[src/rtl/risc_v_pkg.sv]
// Shared definitions for the RISC_V boot path: loader state encoding and
// stream framing constants.
package risc_v_pkg;

    typedef enum logic [2:0] {
        CNT_LO,
        CNT_HI,
        DATA,
        CHK,
        RUN,
        ERR
    } loader_state_t;

    localparam int unsigned BYTES_PER_WORD = 4;
    localparam int unsigned CNT_W          = 16;

endpackage

[src/rtl/byte_packer.sv]
// Little-endian byte-to-word assembler: the first byte loaded lands in the
// least significant lane; word_valid pulses alongside the final byte.
module byte_packer
    import risc_v_pkg::*;
(
    input  logic                          clk,
    input  logic                          load,
    input  logic                          clear,
    input  logic [7:0]                    byte_in,
    output logic [BYTES_PER_WORD*8-1:0]   word_out,
    output logic                          word_valid
);

    localparam int unsigned IDX_W = $clog2(BYTES_PER_WORD);
    localparam int unsigned LOW_W = (BYTES_PER_WORD - 1) * 8;

    logic [IDX_W-1:0] byte_idx;
    logic [LOW_W-1:0] low_bytes;

    always_ff @(posedge clk) begin
        if (clear) begin
            byte_idx  <= '0;
            low_bytes <= '0;
        end else if (load) begin
            low_bytes <= {byte_in, low_bytes[LOW_W-1:8]};
            byte_idx  <= byte_idx + IDX_W'(1);
        end
    end

    // The last byte bypasses the register so the full word is ready in the
    // same cycle it arrives.
    assign word_out   = {byte_in, low_bytes};
    assign word_valid = load && (byte_idx == IDX_W'(BYTES_PER_WORD - 1));

endmodule

[src/rtl/imem_loader.sv]
// Boot loader: receives a counted, checksummed byte image, writes it into
// instruction memory from word 0 and releases the core once it verifies.
module imem_loader
    import risc_v_pkg::*;
#(
    parameter int unsigned WIDTH  = 32,
    parameter int unsigned DEPTH  = 64,
    parameter int unsigned ADDR_W = 6
) (
    input  logic              clk,
    input  logic              rst,
    input  logic              s_valid,
    input  logic [7:0]        s_data,
    output logic              s_ready,
    output logic              mem_we,
    output logic [ADDR_W-1:0] mem_addr,
    output logic [WIDTH-1:0]  mem_wdata,
    output logic              core_rst_n,
    output logic              done,
    output logic              err
);

    // One extra bit so a full DEPTH-word image counts to DEPTH without wrapping.
    localparam int unsigned IDX_W = ADDR_W + 1;

    loader_state_t state, state_next;

    logic             accept;
    logic             load;
    logic             clear;
    logic             word_valid;
    logic [WIDTH-1:0] word_out;
    logic [7:0]       cnt_lo;
    logic [7:0]       chk_acc;
    logic [CNT_W-1:0] count;
    logic             count_bad;
    logic [IDX_W-1:0] word_cnt;
    logic [IDX_W-1:0] word_idx;
    logic [IDX_W-1:0] idx_next;
    logic             last_word;

    assign accept    = s_valid && s_ready;
    assign load      = accept && (state == DATA);
    assign clear     = rst || (state != DATA);
    assign count     = {s_data, cnt_lo};
    assign count_bad = (count == '0) || (count > CNT_W'(DEPTH));
    assign idx_next  = word_idx + IDX_W'(1);
    assign last_word = word_valid && (idx_next == word_cnt);

    byte_packer u_packer (
        .clk        (clk),
        .load       (load),
        .clear      (clear),
        .byte_in    (s_data),
        .word_out   (word_out),
        .word_valid (word_valid)
    );

    always_ff @(posedge clk) begin
        if (rst) begin
            state <= CNT_LO;
        end else begin
            state <= state_next;
        end
    end

    always_comb begin
        state_next = state;
        case (state)
            CNT_LO: if (accept) state_next = CNT_HI;
            CNT_HI: if (accept) state_next = count_bad ? ERR : DATA;
            DATA:   if (accept && last_word) state_next = CHK;
            CHK:    if (accept) state_next = (s_data == chk_acc) ? RUN : ERR;
            default: state_next = state;
        endcase
    end

    always_comb begin
        s_ready    = !rst && (state inside {CNT_LO, CNT_HI, DATA, CHK});
        done       = (state == RUN);
        core_rst_n = (state == RUN);
        err        = (state == ERR);
    end

    always_ff @(posedge clk) begin
        if (rst) begin
            cnt_lo    <= '0;
            word_cnt  <= '0;
            word_idx  <= '0;
            chk_acc   <= '0;
            mem_we    <= 1'b0;
            mem_addr  <= '0;
            mem_wdata <= '0;
        end else begin
            mem_we <= 1'b0;
            if (accept && state == CNT_LO) begin
                cnt_lo <= s_data;
            end
            if (accept && state == CNT_HI) begin
                word_cnt <= count[IDX_W-1:0];
                word_idx <= '0;
                chk_acc  <= '0;
            end
            if (load) begin
                chk_acc <= chk_acc ^ s_data;
                if (word_valid) begin
                    mem_we    <= 1'b1;
                    mem_addr  <= word_idx[ADDR_W-1:0];
                    mem_wdata <= word_out;
                    word_idx  <= idx_next;
                end
            end
        end
    end

endmodule

[config.mk]
export PLATFORM = sky130hd
export DESIGN_NAME = imem_loader
export DESIGN_NICKNAME = d
export VERILOG_FILES = /design/src/rtl/risc_v_pkg.sv /design/src/rtl/byte_packer.sv /design/src/rtl/imem_loader.sv
export SDC_FILE = /design/constraint.sdc
export NUM_CORES = 1
export LEC_CHECK = 0
export CAP_MARGIN = 15
export CELL_PAD_IN_SITES_DETAIL_PLACEMENT = 0
export CELL_PAD_IN_SITES_GLOBAL_PLACEMENT = 2
export CORE_MARGIN = 3
export CORE_UTILIZATION = 35
export CTS_CLUSTER_SIZE = 30
export DETAILED_ROUTE_END_ITERATION = 6
export PLACE_DENSITY = 0.9
export SYNTH_ARGS = -nofsm -noshare
export SYNTH_HDL_FRONTEND = slang
export SYNTH_SLANG_ARGS = --single-unit
export TNS_END_PERCENT = 50
[constraint.sdc]
create_clock -name clk -period 5.03 [get_ports clk]
set_clock_uncertainty 0.15 [all_clocks]
set_input_delay 0.503 -clock clk [delete_from_list [all_inputs] [get_ports clk]]
set_output_delay 0.503 -clock clk [all_outputs]
set_load 0.05 [all_outputs]
==> results.py <==
metrics = {
    "status": {
        "status": "completed",
    },
    "power": {
        "powerDensity_nw_per_um2": 324,
        "p_leak_nw": 1.66,
        "max-vdd-ir-drop_v": 0.000203,
    },
    "layout": {
        "layout_common_cells": "dfxtp_1 (98), nand2_1 (92), nor2_1 (82)",
        "final_util_pct": 44.3,
        "final_cells": 662,
        "fillers": 1096,
        "final_common_cell": "dfxtp_1",
        "nNetsFinal": 530,
        "num_antenna_cells": 0,
        "area_delta_synth_final_pct": 21.6,
        "drive_above_1_share_pct": 5.75,
    },
    "route": {
        "viasPerCell": 4.85,
        "drt-initial-drc-count": 193,
        "wl_per_cell_um": 14.0,
        "antenna_left": 0,
        "drt_first_pass_iters": 4,
        "num_vias": 3212,
        "wirelength_um": 9260,
        "drc": 0,
    },
    "global_routing": {
        "grt_pass1_vias": 3064,
        "grt_pass1_wl_um": 15400,
        "gr-total-overflow": 0,
        "grtUsageTotal_pct": 14.9,
        "grt_max_degree": 48,
        "antenna_found_initial": 0,
    },
    "synth": {
        "syn_area_sq_um": 4000,
        "yosysTopAreaCell": "dfxtp_1",
        "ys_async_sr_fraction_pct": 0,
        "synth_top_cell_area_share_pct": 49.0,
        "synth_edf_count": 0,
        "synth_seq_cells": 98,
        "syn_nets": 506,
        "yosys_warnings": 0,
        "postSynthCellCount": 493,
        "synth-seq-area-share_pct": 49.0,
        "ys_types": 39,
        "synth-main-ff-cell": "dfxtp_1",
        "avgSynthCellArea_sq_um": 8.12,
        "synthTopCellsByArea": "dfxtp_1 (49%), nand2_1 (8.6%), nor2_1 (7.7%), a21oi_1 (6.1%), a211oi_1 (4.1%)",
    },
    "critical_path": {
        "cp_max_fo": 47,
        "crit_chain": "clkdlybuf4s50_1 -> nand2_1 -> or3_4 -> clkinv_4 -> nand3_2 -> o41ai_4 -> nand2_1 -> o31ai_2",
        "worst_path_max_delay_cell": "clkdlybuf4s50_1",
        "worst_path_dominant_cell_family": "buffers and inverters",
        "critical_path.max_stage_delay_ns": 0.85,
        "worstPathRequired_ns": 5.14,
        "endpoint_kind": "register",
        "worst_ep_arrival_time_ns": 3.27,
        "crit_top_cell": "nand2_1",
        "path_class": "in -> reg",
        "critPathLaunchType": "input port",
        "cp_num_buf_inv": 2,
    },
    "floorplanning": {
        "ios": 54,
        "fp.dieH_um": 113,
        "placementRows": 38,
        "die_x_um": 113,
        "core-area_sq_um": 11000,
        "die-area_sq_um": 12800,
        "start_util_pct": 36.4,
    },
    "clock_tree": {
        "cts_resized": 0,
        "hold_buffers": 0,
        "clk_pin_slew_ns": 0.07,
        "insertion_delay_ns": 0.35,
        "root_buffer": "clkbuf_16",
        "cts_setup_buffers": 0,
        "tritoncts": "done",
        "h-tree-depth": 3,
        "cts.sinks": 98,
        "cts_buffers": 9,
        "clk_path_buf_depth": 2,
    },
    "min_path": {
        "hp-class": "reg -> reg",
    },
    "job": {
        "drv_cap": 0,
    },
    "timing": {
        "setup_total_negative_slack_ns": 0,
        "hold_violations": 0,
        "min_period_ns": 3.16,
        "max_freq_mhz": 316,
        "drv_slew": 0,
        "tightest_slew_ns": 0.807,
        "maxSlewHeadroom_pct": 45.9,
        "rsz0062_at_grt": "no",
        "min_period_over_period_pct": 62.9,
        "setup_viol": 0,
    },
    "placement": {
        "port_buffers": 53,
        "routabilityCongestion": 0.804,
        "dp_cells": 646,
        "hpwl_um": 6030,
    },
}
tightest hold or removal path, cell delays in order, from the launching register on:
cell and delay [ns]:
dfxtp_1 0.31, nand2_1 0.05, a21oi_1 0.05
logic make-up after synthesis:
group	share of synthesized area, %
simple gates	22.3
compound gates	15.4
flops	49.0
buf+inv	4.69
xor+xnor	3.94
mux	4.00
fa+ha+maj	0.625
worst paths after layout:
kind	start	end	cells after the start	slack [ns]
setup / recovery	s_valid	state[1]$_SDFFE_PP0P_	8	1.87
hold / removal	mem_wdata[0]$_SDFFE_PP0P_	mem_wdata[0]$_SDFFE_PP0P_	2	0.30
setup reg to reg	state[1]$_SDFFE_PP0P_	state[1]$_SDFFE_PP0P_	7	2.07
hold reg to reg	mem_wdata[0]$_SDFFE_PP0P_	mem_wdata[0]$_SDFFE_PP0P_	2	0.30
metrics by stage:
| stage | hold slack (ns) | setup WS [ns] | area [sq um] | power (mW) |
|---|---|---|---|---|
| floorplan | 0.281 | 2.35 | 4000 | 0.856 |
| detailed placement | 0.297 | 1.46 | 4560 | 0.879 |
| global placement | 0.294 | 1.55 | 4560 | 0.878 |
| global route | 0.320 | 1.63 | 4870 | 1.63 |
| CTS | 0.308 | 1.81 | 4870 | 1.59 |
| finish | 0.305 | 1.87 | 4870 | 1.58 |
cell usage after synthesis, types with 2 or more instances:
library cell and count:
a211o_1 2, a211oi_1 22, a21oi_1 49, a31oi_1 2, and2_1 2, and3_1 5, buf_2 2, clkbuf_1 40
dfxtp_1 98, ha_1 2, inv_1 3, mux2i_1 16, nand2_1 92, nand3_1 5, nand3b_1 3, nor2_1 82
nor3_1 5, nor4_1 3, o21ai_0 21, or2_2 3, or3_1 2, xnor2_1 14, xor2_1 4
power by group:
| group | internal [mW] | switching [mW] | total, mW |
|---|---|---|---|
| sequential | 0.779 | 0.00482 | 0.784 |
| combinational | 0.0259 | 0.0500 | 0.0759 |
| clock | 0.394 | 0.321 | 0.715 |
sequential cells by signal, indices dropped and copies added (netlist names):
signal	count
word_idx	7
word_cnt	7
u_packer.low_bytes	24
u_packer.byte_idx	2
state	3
cnt_lo	8
mem_we	1
chk_acc	8
mem_addr	6
mem_wdata	32
layout make-up:
cell class,count,area (sq um),area share (%)
well taps,140,175,3.60
clock inverters,7,83.8,1.72
clock buffers,9,225,4.63
inverters,4,20.0,0.411
flip-flops and latches,98,1960,40.3
repair buffers,56,548,11.3
multi-input cells,348,1850,38.1
layer usage:
layer | global-route usage, % | up-vias | wire [um]
met5 | 0 | - | 0
met3 | 2.83 | 12 | 432
met1 | 21.3 | 1445 | 4820
met2 | 22.0 | 61 | 3830
met4 | 6.49 | 0 | 171
li1 | - | 1694 | -
No activity file was read; power rests on OpenSTA's default activity.
